<file path="config.mk">
export PLATFORM = sky130hd
export DESIGN_NAME = sfifo_ctl
export DESIGN_NICKNAME = d
export VERILOG_FILES = /design/src/rtl/sfifo_ctl.sv
export SDC_FILE = /design/constraint.sdc
export NUM_CORES = 1
export LEC_CHECK = 0
export CORE_ASPECT_RATIO = 0.5
export CORE_UTILIZATION = 30
export DETAILED_ROUTE_END_ITERATION = 12
export MAX_ROUTING_LAYER = met4
export SYNTH_ARGS = -nofsm -noshare
export SYNTH_HDL_FRONTEND = slang
export SYNTH_SLANG_ARGS = --single-unit
</file>
<file path="constraint.sdc">
create_clock -name clk -period 5.5 [get_ports clk]
set_input_delay 1.1 -clock clk [delete_from_list [all_inputs] [get_ports clk]]
set_output_delay 1.1 -clock clk [all_outputs]
set_load 0.02 [all_outputs]
</file>
<file path="src/rtl/sfifo_ctl.sv">
// Single-clock FIFO controller with standard or first-word-fall-through read,
// programmable thresholds, occupancy/peak tracking and sticky error flags.
module sfifo_ctl #(
    parameter int DEEPWID = 3,
    parameter int DEEP    = 8,
    parameter int BITWID  = 8,
    parameter int FWFT    = 0
) (
    input  logic               clk,
    input  logic               rst_n,
    input  logic               wr,
    input  logic [BITWID-1:0]  wr_dat,
    input  logic               rd,
    output logic [BITWID-1:0]  rd_dat,
    output logic               rd_dat_vld,
    input  logic [DEEPWID:0]   cfg_almost_full,
    input  logic [DEEPWID:0]   cfg_almost_empty,
    output logic               full,
    output logic               empty,
    output logic               almost_full,
    output logic               almost_empty,
    output logic [DEEPWID:0]   data_num,
    output logic [DEEPWID:0]   peak_num,
    output logic               ovf,
    output logic               udf,
    input  logic               err_clr
);

    logic [BITWID-1:0] mem [DEEP];
    logic [DEEPWID:0]  wr_ptr, rd_ptr, wr_ptr_nxt, rd_ptr_nxt;
    logic              wr_acc, rd_acc, vld_nxt;
    logic [BITWID-1:0] rd_dat_nxt;

    assign data_num     = wr_ptr - rd_ptr;
    assign full         = (data_num == (DEEPWID+1)'(DEEP));
    assign empty        = (data_num == '0);
    assign almost_full  = (data_num >= cfg_almost_full);
    assign almost_empty = (data_num <= cfg_almost_empty);

    // In FWFT mode rd_dat_vld mirrors !empty, so both forms gate on a present head.
    assign rd_acc     = (FWFT != 0) ? (rd & rd_dat_vld) : (rd & ~empty);
    assign wr_acc     = wr & (~full | rd_acc);
    assign wr_ptr_nxt = wr_ptr + {{DEEPWID{1'b0}}, wr_acc};
    assign rd_ptr_nxt = rd_ptr + {{DEEPWID{1'b0}}, rd_acc};

    always_comb begin
        rd_dat_nxt = rd_dat;
        vld_nxt    = 1'b0;
        if (FWFT != 0) begin
            vld_nxt = (wr_ptr_nxt != rd_ptr_nxt);
            // The next head may be the slot being written this very cycle.
            if (vld_nxt)
                rd_dat_nxt = (wr_acc && (rd_ptr_nxt == wr_ptr)) ? wr_dat
                                                                 : mem[rd_ptr_nxt[DEEPWID-1:0]];
        end else begin
            vld_nxt = rd_acc;
            if (rd_acc)
                rd_dat_nxt = mem[rd_ptr[DEEPWID-1:0]];
        end
    end

    always_ff @(posedge clk) begin
        if (wr_acc)
            mem[wr_ptr[DEEPWID-1:0]] <= wr_dat;
    end

    always_ff @(posedge clk or negedge rst_n) begin
        if (!rst_n) begin
            wr_ptr     <= '0;
            rd_ptr     <= '0;
            rd_dat     <= '0;
            rd_dat_vld <= 1'b0;
        end else begin
            wr_ptr     <= wr_ptr_nxt;
            rd_ptr     <= rd_ptr_nxt;
            rd_dat     <= rd_dat_nxt;
            rd_dat_vld <= vld_nxt;
        end
    end

    always_ff @(posedge clk or negedge rst_n) begin
        if (!rst_n) begin
            ovf      <= 1'b0;
            udf      <= 1'b0;
            peak_num <= '0;
        end else if (err_clr) begin
            ovf      <= 1'b0;
            udf      <= 1'b0;
            peak_num <= '0;
        end else begin
            if (wr & ~wr_acc)
                ovf <= 1'b1;
            if (rd & ~rd_acc)
                udf <= 1'b1;
            if (data_num > peak_num)
                peak_num <= data_num;
        end
    end

endmodule

</file>
Word-level counts from Yosys, hierarchy flattened
Memories as Yosys holds them, arrays and structs flattened. A register that Yosys moved wholly into a read port is not among the register bits.
Index checks and enable logic that the tools add are counted.
- register bits: 15
- RAM bits: 64
- output and inout bits: 23
- word-level logic and storage cells: 36
- memories kept: 1
- add/sub/neg operators: 3
- $lt $le $gt $ge: 3
- equal/unequal tests: 1
- muxes and demuxes: 8
- bitwise gates (word level): 9
- reductions and logical operators: 5
- memories (name ; words ; width ; rd ports ; clocked after memory_dff ; wr ports ; line ; source):
    mem ; 8 ; 8 ; 1 ; 1 ; 1 ; 29 ; logic [BITWID-1:0] mem [DEEP];
- operators with widths (operator ; count):
    $add 4x1->4 ; 2
    $mux 4 ; 2
    $mux 1 ; 6
    $reduce_bool 2->1 ; 3
    $and 1x1->1 ; 4
    $eq 4x4->1 const B ; 1
    $ge 4x4->1 ; 1
    $gt 4x4->1 ; 1
    $le 4x4->1 ; 1
    $logic_not 4->1 ; 1
    $not 1->1 ; 4
    $sub 4x4->4 ; 1
    $logic_not 1->1 ; 1
    $or 1x1->1 ; 1

Depth between registers and ports, before layout
Gate-level depths: netlist (run 1).
- depth after elaboration: 10
- gate-level depth with buffers: 13

Least setup slack after synthesis (run 1)
No wires, ideal clock.
- kind: register -> output
- start: reg rd_ptr[1]
- end: out almost_empty
- data arrival time: 2.772 ns
- path slack: 1.628 ns
- cell stages (with the launch flop): 11
- path through: dfrtp_1 -> clkbuf_1 -> clkbuf_1 -> inv_1 -> fa_1 -> ha_1 -> nor2b_1 -> o21ai_0 -> nand2b_1 -> a21oi_1 -> a41o_1
- longest elaborated chain between the ends: 2
- ends and longest elaborated chain (what ; line ; source):
    start, declared ; 30 ; logic [DEEPWID:0] wr_ptr, rd_ptr, wr_ptr_nxt, rd_ptr_nxt;
    start signal, assigned ; 75 ; rd_ptr <= rd_ptr_nxt;
    $sub 4x4->4 ; 34 ; assign data_num = wr_ptr - rd_ptr;
    named net data_num[1] ; 22 ; output logic [DEEPWID:0] data_num,
    $le 4x4->1 ; 38 ; assign almost_empty = (data_num <= cfg_almost_empty);
    end, declared ; 21 ; output logic almost_empty,
The timed path passes the listed nets, and every way through them passes these cells.

Worst setup path in the final report (run 1)
- start: reg rd_ptr[2]
- end: out almost_empty
- longest elaborated chain between the ends: 2
- ends and longest elaborated chain (what ; line):
    $sub 4x4->4 ; 34
    $le 4x4->1 ; 38
No other way between the ends.

==> results of run 1 <==
## final cells by class
type	count	area, µm²
fillers	1128	7380
flip-flops and latches	87	2500
inverters	22	82.6
clock inverters	7	63.8
multi-input cells	139	1270
clock buffers	9	225
well taps	165	206
repair buffers	47	460
## synth_stat cells (2+ instances only)
cell type   n  area [µm²]
dfrtp_1    23         576
nand2b_1    5        31.3
nand3_1     3        15.0
o21ai_0     5        25.0
ha_1       17         213
nor2b_1     2        12.5
a21oi_1     8        40.0
nor2_1     12        45.0
o31a_1      3        26.3
nor3_1      2        10.0
o211ai_1    3        22.5
nand2_1    27         101
edfxtp_1   64        1920
inv_1      20        75.1
a21o_1      3        22.5
buf_2       2        10.0
o311ai_1    2        17.5
mux4_2     16         360
mux2_2      7        78.8
clkbuf_1    3        11.3
xnor2_1     3        26.3
xor2_1      3        26.3
## critical path, delay by kind of cell, from the launching register on
kind	cells	cell delay (ns)
xor gates and xnor gates	1	0.34
buffers and inverters	3	1.08
adders and majority gates	2	0.77
and+or+nand+nor	1	0.15
AOI/OAI and AO/OA	3	0.47
DFF	1	0.58
## logic make-up after synthesis
| kind of cell | Yosys count |
|---|---|
| AOI/OAI and AO/OA | 31 |
| buffers and inverters | 27 |
| xor gates and xnor gates | 8 |
| muxes | 24 |
| adders and majority gates | 19 |
| and+or+nand+nor | 57 |
| DFF | 87 |
## metal layers
layer	GRT usage (%)	wire length, µm	up-vias	part of all wire, %
met1	14.9	3380	1088	44
met3	4.10	473	6	6.2
met2	22.1	3730	67	49
met4	4.95	74	0	0.97
li1	-	-	1056	-
met5	-	0	-	0
## worst paths after layout
path	from	endpoint	cells after the start
worst max-delay path	rd_ptr[2]	almost_empty	10
worst min-delay path	ovf	ovf	2
worst max register to register	rd_ptr[2]	mem[0][6]	8
worst min register to register	ovf	ovf	2
max in group asynchronous	rst_n	rd_ptr[1]	2
min in group asynchronous	rst_n	rd_dat[5]	2
## through the flow
step / std cells / instance area, µm² / util (%)
2_1_floorplan: 253 / 3870 / -
3_3_place_gp: 460 / 4520 / 37.1
3_5_place_dp: 460 / 4520 / 37.1
4_1_cts: 476 / 4810 / 39.4
5_1_grt: 476 / 4810 / 39.4
6_report: 476 / 4810 / 39.4
## layout by cell type (no fill, tap or decap), types with 2 or more instances in the layout
cell type         n
edfxtp_1         64
clkdlybuf4s50_1  43
nand2_1          27
dfrtp_1          23
inv_1            20
ha_1             17
mux4_2           16
nor2_1           12
clkbuf_16         9
a21oi_1           8
mux2_2            7
nand2b_1          5
o21ai_0           5
inv_6             4
buf_4             4
xnor2_1           3
nand3_1           3
o31a_1            3
xor2_1            3
a21o_1            3
o211ai_1          3
clkinv_1          2
o311ai_1          2
nor2b_1           2
## flip-flops by register name, summed over array words and instances, names as in the netlist
signal	flops
rd_dat	8
udf	1
rd_dat_vld	1
wr_ptr	4
ovf	1
peak_num	4
mem	64
rd_ptr	4
==> results.tsv, run 1 <==
stage	metric	value	unit
yosys	synth_mux_area_share	11.6	%
die	core_area	12200	µm²
flow_run	max-cap-violations	0	
yosys	ys.flop_type	edfxtp_1	
layout	nNetsFinal	345	
timing	fmax	0.207	GHz
layout	antennaDiodeCount	0	
yosys	synthAdderAreaFrac	6.27	%
worst_setup_path	required	4.40	ns
clock_network	cts_setup_buffers	0	
yosys	yosys.area_share.simple	6.69	%
worst_setup_path	critPathKind	reg -> out	
worst_setup_path	worstPathMaxFanout	11	
clock_network	cts_tree	done	
grt	globalRouteOverflowTotal	0	
clock_network	htreeDepth	3	
yosys	synth-xor-area-share	2.49	%
die	die_w	163	µm
clock_network	cts_root_buf	clkbuf_16	
timing	rsz0062_at_grt	no	
timing	min_period_over_period	87.7	%
placed_design	gp_congestion	0.799	
yosys	synth_top_family_by_area	multiplexers	
timing	finalSetupTns	0	ns
yosys	syn_nets	292	
grt	grt_util_all_layers	13.1	%
min_path	worstHoldPathType	reg -> reg	
detailed_routing	wl_per_cell	16.1	µm
timing	fin_skew	0.00896	ns
die	io_pins	44	
placed_design	dp_hpwl	5.33	mm
die	start_util	31.7	%
worst_setup_path	slowest_stage	clkdlybuf4s50_1	
placed_design	dp_slack	1.01	ns
yosys	ys.warnings.count	0	
detailed_routing	vias	2217	
yosys	synth_cells	253	
grt	grt_pass1_wl	12.4	mm
layout	drive_above_1_share	15.4	%
layout	area_growth	24.3	%
detailed_routing	wl	7.66	mm
run_status	outcome	finished clean	
clock_network	cts_hold_buf	0	
detailed_routing	ant_nets	0	
worst_setup_path	cp-end-kind	output pin	
yosys	synth_compound_area_share	5.69	%
timing	period_minus_slack	4.82	ns
worst_setup_path	critPathLaunchType	flop	
timing	finalWorstSetupSlack	0.676	ns
timing	hold_viol_final	0	
detailed_routing	drc	0	
die	die_h	82.3	µm
clock_network	worst_skew_pair.late_latency	0.34	ns
worst_setup_path	cpMostUsedCell	ha_1	
grt	grt_max_degree	24	
clock_network	cts_buffer_depth	2	
timing	hold_ws	0.509	ns
grt	grt_pass1_vias	2410	
die	num_rows	28	
yosys	syn-cell-area	3870	µm²
detailed_routing	first_pass_iters	6	
placed_design	port_buffers	43	
yosys	ys_async_sr_fraction	26.4	%
worst_setup_path	r2r_setup_slack	1.83	ns
detailed_routing	routed_via_density	4.66	
timing	slew_headroom	35.7	%
timing	slew_violations	0	
yosys	yosysSeqAreaShare	64.5	%
timing	setup_viol	0	
yosys	synth_edf_count	64	
yosys	avgSynthCellArea	15.3	µm²
worst_setup_path	cpPeakStageDelay	0.60	ns
clock_network	cts_resized	0	
die	die_area	13400	µm²
clock_network	clock_sinks	87	
worst_setup_path	arrival	3.72	ns
clock_network	cts.clk_slew.worst_paths	0.06	ns
worst_setup_path	crit_chain	clkinv_1, ha_1, a21oi_2, nand2_1, xnor2_4, inv_2, ha_1, a21oi_1, a41o_1, clkdlybuf4s50_1	
yosys	synth-seq-cells	87	
timing	tightest_slew	0.962	ns
detailed_routing	drt_first_iter_violations	159	
yosys	synth_cell_types	42	
grt	antenna_found_initial	0	
clock_network	numCtsBuffers	9	
Power of run 1 is not shown: default switching activity piles up to over one toggle a cycle in this logic, so the estimate is an artifact.
==> inputs of run 2 (changes only) <==
CTS_CLUSTER_SIZE = 12   (was default)
==> results of run 2 <==
No change in the layout: final DEF, timing and power equal those of run 1.
Power of run 2 is left out for the same reason.
